[src/rtl/if_stage.sv]
// LEGv8 instruction-fetch stage: PC register, synchronous-read imem request,
// one-entry skid buffer and the IF/ID pipeline register.
module if_stage #(
  parameter int unsigned           PC_WIDTH = 64,
  parameter logic [PC_WIDTH-1:0]   RESET_PC = '0
) (
  input  logic                clk,
  input  logic                rst,
  input  logic                stall,
  input  logic                br_taken,
  input  logic [PC_WIDTH-1:0] br_target,
  output logic                imem_en,
  output logic [PC_WIDTH-1:0] imem_addr,
  input  logic [31:0]         imem_rdata,
  output logic                if_id_valid,
  output logic [PC_WIDTH-1:0] if_id_pc,
  output logic [31:0]         if_id_inst
);

  logic [PC_WIDTH-1:0] pc;
  logic                req_v;
  logic [PC_WIDTH-1:0] req_pc;
  logic                skid_v;
  logic [PC_WIDTH-1:0] skid_pc;
  logic [31:0]         skid_inst;

  assign imem_en   = !rst && !stall && !br_taken;
  assign imem_addr = pc;

  always_ff @(posedge clk) begin
    if (rst) begin
      pc          <= RESET_PC;
      req_v       <= 1'b0;
      req_pc      <= '0;
      skid_v      <= 1'b0;
      skid_pc     <= '0;
      skid_inst   <= '0;
      if_id_valid <= 1'b0;
      if_id_pc    <= '0;
      if_id_inst  <= '0;
    end else if (br_taken) begin
      // Redirect flushes everything in flight, regardless of stall.
      pc          <= br_target & ~PC_WIDTH'(3);
      req_v       <= 1'b0;
      skid_v      <= 1'b0;
      if_id_valid <= 1'b0;
    end else if (!stall) begin
      pc     <= pc + PC_WIDTH'(4);
      req_v  <= 1'b1;
      req_pc <= pc;
      if (skid_v) begin
        if_id_valid <= 1'b1;
        if_id_pc    <= skid_pc;
        if_id_inst  <= skid_inst;
        skid_v      <= 1'b0;
      end else if (req_v) begin
        if_id_valid <= 1'b1;
        if_id_pc    <= req_pc;
        if_id_inst  <= imem_rdata;
      end else begin
        if_id_valid <= 1'b0;
      end
    end else begin
      // Stalled: IF/ID holds; the word returning this cycle parks in the skid.
      req_v <= 1'b0;
      if (req_v) begin
        skid_v    <= 1'b1;
        skid_pc   <= req_pc;
        skid_inst <= imem_rdata;
      end
    end
  end

endmodule

[config.mk]
export PLATFORM = sky130hd
export DESIGN_NAME = if_stage
export DESIGN_NICKNAME = d
export VERILOG_FILES = /design/src/rtl/if_stage.sv
export SDC_FILE = /design/constraint.sdc
export NUM_CORES = 1
export LEC_CHECK = 0
export CAP_MARGIN = 20
export CORE_MARGIN = 3
export CORE_UTILIZATION = 30
export DETAILED_ROUTE_END_ITERATION = 8
export PLACE_DENSITY = 0.61
export SYNTH_ARGS = -nofsm -noshare
export SYNTH_HDL_FRONTEND = slang
export SYNTH_SLANG_ARGS = --single-unit
[constraint.sdc]
create_clock -name clk -period 2.55 [get_ports clk]
set_input_delay 0.3825 -clock clk [delete_from_list [all_inputs] [get_ports clk]]
set_output_delay 0.3825 -clock clk [all_outputs]
set_load 0.02 [all_outputs]
# Word level (Yosys, flattened, before mapping)
# Index checks and enable logic that the tools add are counted.
[totals] ff_bits=323 wordCells=34 out_inout_bits=162 input_bits=100
[classes] n_eq_ne=1 mux=9 reduce_logical=11 bitwise_logic=2 add_sub_neg=1
[ops] operator="64-bit two-way mux" count=4
[ops] operator="64-bit by 3-bit adder with 64-bit output (second input constant)" count=1
[ops] operator="32-bit two-way mux" count=2
[ops] operator="3-bit AND reduction" count=2
[ops] operator="1-bit zero test" count=3
[ops] operator="1-bit two-way mux" count=3
[ops] operator="3-bit OR reduction" count=1
[ops] operator="1-bit logical AND" count=2
[ops] operator="2-bit by 1-bit inequality test with 1-bit output (second input constant)" count=1
[ops] operator="1-bit inverter" count=2
[ops] operator="2-bit AND reduction" count=1
[ops] operator="2-bit nonzero test" count=1
[ops] operator="2-bit OR reduction" count=1

# Depth between registers and ports, before layout
# Gate-level depths: netlist (run 1).
[logic_depth] depth_word=3 mapped_depth=7 depth_no_buf=6

# Worst setup path after synthesis (run 1)
# Ideal clock, no wire load.
[synth_timing] kind="reg2reg" start="register pc[32] (netlist: imem_addr[32])" end="register pc[53] (netlist: imem_addr[53])" stages_incl_launch_ff=6 required_ps=2419 synth_period_minus_slack_ps=2148 setup_ps=131 arrival_ps=2018 slack_ps=402 n_path_buf=0 cell_sequence="dfxtp_1 > nand4_4 > or4_1 > or4b_1 > mux2i_1 > o22ai_1"
[synth_between] elab_chain_len=3
[synth_lines] item="from (decl)" line_no="20" source="logic [PC_WIDTH-1:0] pc;"
[synth_lines] item="from (signal assigned)" line_no="43" source="pc <= br_target & ~PC_WIDTH'(3);"
[synth_lines] item="from (signal assigned)" line_no="48" source="pc <= pc + PC_WIDTH'(4);"
[synth_lines] item="64-bit by 3-bit adder with 64-bit output" line_no="48"
[synth_lines] item="64-bit two-way mux" line_no="47" source="end else if (!stall) begin"
[synth_lines] item="64-bit two-way mux" line_no="41" source="end else if (br_taken) begin"
# Every way passes these cells. The select of a mux whose other input is x is not followed.
# A chain may end at the register's enable or synchronous reset.

# Worst setup path after layout (run 1)
[layout_timing] start="register pc[10] (netlist: imem_addr[10])" end="register pc[33] (netlist: imem_addr[33])"
# Same word-level chain as after synthesis.

==> flow_metrics.tcl, run 1 <==
set metrics [dict create \
    finalSetupViolations 0 \
    layout-drive-gt1-share 0.0884 \
    die_x_um 218 \
    synth_ff_type "dfxtp_1" \
    use_met1 0.245 \
    setup_tns_ns 0 \
    cp_cell_sequence "buf_4, nand4_1, nor2_2, nand4_1, buf_4, or4_1, a311oi_1" \
    track_usage 0.183 \
    tightest_slew_ns 0.799 \
    finalInstanceArea_um2 18300 \
    clk_latency_ns 0.55 \
    finClkSkew_ns 0.0218 \
    nets 1977 \
    clockRootBuffer "clkbuf_16" \
    period_needed_ns 2.40 \
    place_area_um2 17000 \
    grt_pass1_vias 11900 \
    antenna_found_initial 3 \
    pin_count 262 \
    final_util 0.420 \
    hp-class "input port to flip-flop" \
    rows 76 \
    finalCritPeriodShare 0.942 \
    rsz0062_at_grt "no" \
    fmax_mhz 416 \
    grt_use_met3 0.0302 \
    drv_cap 0 \
    clk_pin_slew_ns 0.06 \
    die_area_um2 47400 \
    core_area_um2 43600 \
    grt_start_max_net_pins 158 \
    reg2reg_slack_ns 0.15 \
    power_leakage_uw 0.00588 \
    cts_sinks 315 \
    endpoint_kind "flip-flop" \
    gp_congestion 0.819 \
    cts_tree "built" \
    cts_setup_buffers 0 \
    yosysWarnings 0 \
    drt-vias-per-instance 5.07 \
    totalWireLength_um 44700 \
    r2r-end "imem_addr[33]" \
    power_density_nw_per_um2 654 \
    worstPathMaxFanout 11 \
    arrival_ns 2.85 \
    ir_drop_v 0.000384 \
    grt-ovfl-total 0 \
    holdPathEnd "skid_pc[62]" \
    syn_avg_cell_area_um2 8.24 \
    hold_depth 2 \
    reg2reg_from "imem_addr[10]" \
    yosys_register_bits 315 \
    drc 0 \
    dp_hpwl_um 30600 \
    slew_headroom 0.467 \
    wl_per_cell_um 18.0 \
    critPathSlowestCell "dfxtp_1" \
    drt-initial-drc-count 836 \
    crit_family "simple AND/OR/NAND/NOR gates" \
    fin_ws_ns 0.148 \
    yosysSeqAreaShare 0.469 \
    path_buf_inv 2 \
    grt.busiest_layer "met2" \
    required_ns 3.00 \
    worstSetupPathType "flip-flop to flip-flop" \
    floorplan.initialDensity 0.308 \
    dp_slack_ns 0.0988 \
    slew_violations 0 \
    hold_viol 0 \
    syn2layout_area_growth_pct 36.2 \
    critPathMaxStageDelay_ns 0.43 \
    hp-start "rst" \
    io_buffers 255 \
    gr-usage-met2 0.296 \
    ant_nets 0 \
    dieHeight_um 218 \
    r2r_cells 7 \
    via_count 12600 \
    cp-start-kind "flip-flop" \
    numCtsBuffers 38 \
    outcome "completed" \
    async_flop_share 0 \
    synthesis.area_um2 13400 \
    cts_max_level 2 \
    grt_pass1_wl_um 69000 \
    ys_types 58 \
    dr.pass1.iters 5 \
    synth_cells 1631 \
    synth_edf_count 0 \
    clk_path_buf_depth 3 \
]
## where the power goes
group	switching [uW]	internal, uW	total (uW)
clock	2160	3410	5560
combinational	673	541	1210
sequential	139	5060	5200
total	2970	9010	12000
## metal layers
layer,up-vias,wire length [um]
met5,-,0
met4,0,1420
met3,68,2510
met2,370,20700
met1,5961,20000
li1,6211,-
## what timing repair did
action,4_1_cts,5_1_grt
endpoints found under the setup margin,0,2
resized for setup,0,2
hold buffers,0,0
## area by class of cell
cell class                      instances  area [um^2]
Antenna cell                            2         5.00
Clock buffer                           51         1090
Clock inverter                         14          185
Fill cell                            4310        25300
Inverter                                9         33.8
Multi-Input combinational cell       1172         6610
Sequential cell                       315         6310
Tap cell                              585          732
Timing Repair Buffer                  340         3350
## cell usage after synthesis, types with 2 or more instances
master	n	area share
nand2b_1	4	0.0019
inv_1	8	0.0022
dfxtp_1	315	0.47
xor2_1	15	0.0098
o2111a_1	2	0.0017
and4_1	6	0.0039
nor3_1	15	0.0056
or3_1	10	0.0047
nand3_1	24	0.0089
and2_1	4	0.0019
nor4_4	2	0.0032
a31oi_1	6	0.0028
o211ai_1	6	0.0033
nand2_1	360	0.10
o21ai_0	5	0.0019
a21oi_1	172	0.064
nor2_1	162	0.045
and3_1	12	0.0056
clkbuf_1	106	0.030
buf_4	5	0.0028
nor4_1	24	0.011
nand4_4	2	0.0032
o311a_1	3	0.0022
nor3b_1	2	0.0011
or4_1	11	0.0061
a211o_1	2	0.0013
buf_1	16	0.0045
nand4_1	46	0.021
nand4b_1	4	0.0026
mux2i_1	102	0.076
o31ai_1	5	0.0028
a211oi_1	117	0.065
xnor2_1	12	0.0078
buf_2	11	0.0041
a311oi_1	9	0.0059
mux2_2	2	0.0017
or2_2	3	0.0014
## kinds of logic (layout without fill, tap and decap cells)
kind of cell | Yosys count | in the layout | share of synthesized area
flip-flops | 315 | 315 | 0.469
adder cells (fa/ha/maj) | 1 | 1 | 0.000930
AO/OA/AOI/OAI | 338 | 338 | 0.158
XOR/XNOR | 27 | 27 | 0.0176
buffers and inverters | 147 | 414 | 0.0435
other | 1 | 6 | 0.000279
multiplexers | 104 | 104 | 0.0776
AND/OR/NAND/NOR | 698 | 698 | 0.233
## flip-flops by register name (all words and copies together), names as in the netlist
signal	cells
if_id_inst	32
if_id_pc	62
if_id_valid	1
imem_addr	62
req_pc	62
req_v	1
skid_inst	32
skid_pc	62
skid_v	1
## worst max-delay path by stage
| stage | startpoint | end | depth (start not counted) |
|---|---|---|---|
| 6_report | imem_addr[10] | imem_addr[33] | 7 |
| 5_1_grt | imem_addr[10] | imem_addr[33] | 7 |
| 4_1_cts | imem_addr[11] | imem_addr[33] | 6 |
| 3_5_place_dp | stall | imem_addr[63] | 9 |
| 3_3_place_gp | stall | imem_addr[63] | 9 |
| 2_1_floorplan | imem_addr[32] | imem_addr[53] | 5 |
## cell usage in the layout, fill, tap and decap left out, drive strengths merged, types with 9 or more instances in the layout
cell / instances
xor2: 15
nor3: 15
nand3: 25
nor4: 27
clkdlybuf4s50: 252
clkbuf: 51
buf: 88
a311oi: 9
a21oi: 172
dfxtp: 315
xnor2: 12
mux2i: 102
a211oi: 117
nor2: 162
nand4: 48
and3: 12
nand2: 360
inv: 10
clkinv: 9
or3: 10
or4: 11
## metrics by stage
step / hold WS (ns) / cells / power, uW
2_1_floorplan: 0.436 / 1634 / 5860
3_3_place_gp: 0.441 / 2421 / 6510
3_5_place_dp: 0.446 / 2421 / 6520
4_1_cts: 0.197 / 2486 / 12100
5_1_grt: 0.226 / 2488 / 12400
6_report: 0.219 / 2488 / 12000
No activity file was read; power rests on OpenSTA's default activity.
==> run 2: changes to the inputs <==
--- a/config.mk
+++ b/config.mk
@@ -7,9 +7,9 @@
 export LEC_CHECK = 0
 export CAP_MARGIN = 20
 export CORE_MARGIN = 3
-export CORE_UTILIZATION = 30
+export CORE_UTILIZATION = 40
 export DETAILED_ROUTE_END_ITERATION = 8
-export PLACE_DENSITY = 0.61
+export PLACE_DENSITY = 0.74
 export SYNTH_ARGS = -nofsm -noshare
 export SYNTH_HDL_FRONTEND = slang
 export SYNTH_SLANG_ARGS = --single-unit
==> constraint.sdc (replaced) <==
create_clock -name clk -period 2.8 [get_ports clk]
set_input_delay 0.42 -clock clk [delete_from_list [all_inputs] [get_ports clk]]
set_output_delay 0.42 -clock clk [all_outputs]
set_load 0.02 [all_outputs]
==> run 2 against run 1 <==
Against the previous run:
- sequential share of layout area rose by 1.2 points
- sequential power down 8.5%
- highest routed layer unchanged
- clock skew down 0.0063 ns
- combinational power is 15% lower
- critical endpoint is now imem_en
==> flow_metrics.tcl, run 2 (synthesis gave the netlist of run 1 again) <==
set metrics [dict create \
    total_power_uw 10300 \
    rsz0062_at_grt "no" \
    drc 0 \
    ctsResizeCount 0 \
    via_count 12700 \
    required_ns 2.38 \
    finalSetupViolations 0 \
    core_area_um2 32900 \
    r2r-end "imem_addr[51]" \
    antenna_found_initial 2 \
    period_needed_ns 2.46 \
    dr.pass1.iters 5 \
    arrival_ns 2.04 \
    final_util 0.538 \
    power_density_nw_per_um2 581 \
    cts_setup_buffers 0 \
    cts_max_level 2 \
    multi_input_area_um2 6600 \
    slew_violations 0 \
    syn2layout_area_growth_pct 31.6 \
    rows 66 \
    reg2reg_slack_ns 0.34 \
    outcome "completed" \
    worstSetupPathType "input port to primary output" \
    hold_buffers 0 \
    power_leakage_uw 0.00563 \
    finClkSkew_ns 0.0155 \
    layout_commonest_cell "nand2_1" \
    die_area_um2 35800 \
    floorplan.initialDensity 0.409 \
    layout-drive-gt1-share 0.0680 \
    dieHeight_um 189 \
    track_usage 0.221 \
    ant_nets 0 \
    cts_tree "built" \
    grt_start_max_net_pins 182 \
    grt_pass1_vias 12000 \
    cts_sinks 315 \
    wl_per_cell_um 17.9 \
    cp-endpoint "imem_en" \
    ir_drop_v 0.000364 \
    critPathMaxStageDelay_ns 0.72 \
    die_x_um 189 \
    clockRootBuffer "clkbuf_16" \
    grt-ovfl-total 0 \
    cp_cell_sequence "clkdlybuf4s50_1, clkinv_1, nand2_2, nor2_1, clkdlybuf4s50_1" \
    drt-initial-drc-count 733 \
    endpoint_kind "primary output" \
    regArea_um2 6310 \
    nets 1946 \
    fill_cells 3029 \
    critPathSlowestCell "clkdlybuf4s50_1" \
    totalWireLength_um 41400 \
    worstPathMaxFanout 4 \
    grt_pass1_wl_um 64700 \
    tightest_slew_ns 0.853 \
    r2r_cells 5 \
    crit_top_cell "clkdlybuf4s50_1" \
    clk_pin_slew_ns 0.06 \
    hold_viol 0 \
    startpoint "stall" \
    most-common-layout-cells "nand2_1, dfxtp_1, clkdlybuf4s50_1" \
    finalCritPeriodShare 0.880 \
    setup_tns_ns 0 \
    slew_headroom 0.432 \
    hold_depth 4 \
    hp-class "input port to flip-flop" \
    drt-vias-per-instance 5.47 \
    gp_congestion 0.867 \
    clk_latency_ns 0.51 \
    reg2reg_from "imem_addr[32]" \
    pin_count 262 \
    numCtsBuffers 35 \
    clk_path_buf_depth 3 \
    io_buffers 255 \
    drv_cap 0 \
    cp-start-kind "input port" \
    fmax_mhz 406 \
    dp_hpwl_um 27900 \
]
-- run 2: area by class of cell --
cell class	instances	area share
tap	442	0.0313
sequential	315	0.357
timing repair buffer	312	0.174
clock inverter	6	0.00325
inverter	9	0.00191
multi-input combinational	1172	0.373
antenna	2	0.000283
clock buffer	54	0.0599
-- run 2: layer usage --
layer / vias up / global-route usage / share of wire
met5: - / 0 / 0
met4: 0 / 0.0799 / 0.031
met3: 91 / 0.0378 / 0.071
met2: 448 / 0.365 / 0.47
met1: 5962 / 0.292 / 0.43
li1: 6155 / - / -
-- run 2: metrics by stage --
| step | worst slack [ns] | hold slack (ns) | instances | cell area, um^2 |
|---|---|---|---|---|
| detailed placement | 0.211 | 0.446 | 2250 | 16600 |
| global route | 0.100 | 0.255 | 2312 | 17700 |
| global placement | 0.272 | 0.441 | 2250 | 16600 |
| finish | 0.336 | 0.242 | 2312 | 17700 |
| floorplan | 0.652 | 0.436 | 1634 | 13500 |
| CTS | 0.321 | 0.228 | 2310 | 17700 |
-- run 2: critical path: cells and delay by family --
family                 cells  cell delay [ns]
buffers and inverters      3             1.38
AND/OR/NAND/NOR            2             0.24
-- run 2: report_power, final --
part	switching (uW)	internal (uW)
Sequential	147	4610
Combinational	568	466
Clock	1790	2690
Total	2510	7770
-- run 2: how the worst min path moves through the flow --
| stage | from | to | slack [ns] |
|---|---|---|---|
| after detailed placement | skid_inst[1] | skid_inst[1] | 0.45 |
| final | rst | imem_addr[53] | 0.24 |
| after global routing | rst | imem_addr[53] | 0.26 |
| after floorplan | skid_inst[0] | skid_inst[0] | 0.44 |
| after CTS | rst | imem_addr[53] | 0.23 |
| after global placement | skid_pc[13] | skid_pc[13] | 0.44 |
==> run 3: changes to the inputs <==
==> constraint.sdc (replaced) <==
create_clock -name clk -period 2.8 [get_ports clk]
set_input_delay 0.42 -clock clk [delete_from_list [all_inputs] [get_ports clk]]
set_output_delay 0.42 -clock clk [all_outputs]
set_load 0.05 [all_outputs]
==> run 3 against run 2 <==
Against the previous run:
- setup slack worse by 0.058 ns
- sequential cell count unchanged
- total power rose by 6.2%
- clock power grew 9.4%
- highest routed layer unchanged
==> flow_metrics.tcl, run 3 (synthesis gave the netlist of run 1 again) <==
set metrics [dict create \
    outcome "completed" \
    grt_start_max_net_pins 173 \
    dr.pass1.iters 5 \
    dp_slack_ns 0.230 \
    power_density_nw_per_um2 613 \
    critPathSlowestCell "nor4_4" \
    grt_pass1_vias 12000 \
    slew_headroom 0.477 \
    hold_buffers 0 \
    gp_congestion 0.880 \
    grt-ovfl-total 0 \
    setup_tns_ns 0 \
    power_leakage_uw 0.00569 \
    r2r-end "imem_addr[52]" \
    cts_sinks 315 \
    place_area_um2 16600 \
    slew_violations 0 \
    period_needed_ns 2.52 \
    nets 1947 \
    die_area_um2 35800 \
    reg2reg_from "imem_addr[5]" \
    wl_per_cell_um 18.0 \
    use_met1 0.289 \
    holdPathEnd "req_pc[41]" \
    required_ns 3.20 \
    r2r_cells 5 \
    total_power_uw 10900 \
    finalSetupViolations 0 \
    ant_nets 0 \
    antenna_found_initial 4 \
    clk_latency_ns 0.52 \
    layout-drive-gt1-share 0.0712 \
    clk_pin_slew_ns 0.06 \
    cp-start-kind "flip-flop" \
    drc 0 \
    layout_commonest_cell "nand2_1" \
    tightest_slew_ns 0.784 \
    dieHeight_um 189 \
    pin_count 262 \
    most-common-layout-cells "nand2_1, dfxtp_1, clkdlybuf4s50_1" \
    reg2reg_slack_ns 0.28 \
    endpoint_kind "flip-flop" \
    cts_setup_buffers 0 \
    cts_tree "built" \
    cp_cell_sequence "nand3_1, nor4_4, nand4_1, or3_1, a311oi_1" \
    numCtsBuffers 36 \
    drt-initial-drc-count 825 \
    rsz0062_at_grt "no" \
    rows 66 \
    grt_use_met3 0.0509 \
    ctsResizeCount 0 \
    floorplan.initialDensity 0.409 \
    track_usage 0.223 \
    hp-start "rst" \
    finalInstanceArea_um2 17800 \
    finClkSkew_ns 0.0194 \
    totalWireLength_um 41600 \
    hold_depth 2 \
    drv_cap 0 \
    via_count 12700 \
    grt.busiest_layer "met2" \
    grt_pass1_wl_um 65300 \
    clk_path_buf_depth 3 \
    hold_viol 0 \
    io_buffers 255 \
    die_x_um 189 \
    critPathMaxStageDelay_ns 0.51 \
    syn2layout_area_growth_pct 32.4 \
    drt-vias-per-instance 5.50 \
    cts_max_level 2 \
    core_area_um2 32900 \
    hp-class "input port to flip-flop" \
    fmax_mhz 396 \
    finalCritPeriodShare 0.901 \
    arrival_ns 2.93 \
    worstSetupPathType "flip-flop to flip-flop" \
    fin_ws_ns 0.278 \
    gr-usage-met2 0.360 \
    clockRootBuffer "clkbuf_16" \
    ir_drop_v 0.000416 \
    fill_cells 3035 \
    dp_hpwl_um 27900 \
    worstPathMaxFanout 7 \
]
## run 3: changes by cell type in the layout (fill, tap and decap cells not counted), sizes merged
| cell | before | now |
|---|---|---|
| buf | 59 | 60 |
| bufinv | 1 | 5 |
| clkbuf | 54 | 50 |
| clkdlybuf4s50 | 253 | 252 |
| clkinv | 5 | 6 |
| clkinvlp | 1 | 0 |
| diode | 2 | 4 |
| inv | 8 | 9 |
## run 3: layer usage
metal / part of all wire / routed length [um]
met4: 0.034 / 1400
met3: 0.079 / 3300
met2: 0.47 / 19500
met1: 0.42 / 17500
met5: 0 / 0
## run 3: worst max path at each step
stage          slack [ns]             to     startpoint
6_report             0.28  imem_addr[52]   imem_addr[5]
5_1_grt              0.09  imem_addr[52]   imem_addr[4]
4_1_cts              0.30  imem_addr[52]   imem_addr[5]
3_5_place_dp         0.23  imem_addr[51]          stall
3_3_place_gp         0.25  imem_addr[51]          stall
2_1_floorplan        0.39  imem_addr[53]  imem_addr[36]
## run 3: power by group
group	internal [uW]	switching (uW)	leakage [uW]
Sequential	4610	144	0.00256
Clock	3060	1840	0.000608
Combinational	465	789	0.00252
## run 3: per-stage QoR
step	utilization	cells	hold slack [ns]
after floorplan	-	1634	0.436
after global placement	0.504	2250	0.441
after detailed placement	0.504	2250	0.446
after CTS	0.541	2311	0.338
after global routing	0.542	2315	0.368
final	0.542	2315	0.370
## run 3: critical path: cells and delay by family (launching register included)
kind	cells	cell delay, ns
and+or+nand+nor	4	1.65
DFF	1	0.48
AOI/OAI and AO/OA	1	0.29
## run 3: area by class of cell
type,count,area [um^2],share of cell area
Multi-Input combinational cell,1172,6600,0.371
Sequential cell,315,6310,0.354
Clock buffer,50,1040,0.0587
Clock inverter,11,188,0.0105
Inverter,9,33.8,0.00190
Tap cell,442,553,0.0311
Antenna cell,4,10.0,0.000562
Timing Repair Buffer,312,3070,0.172
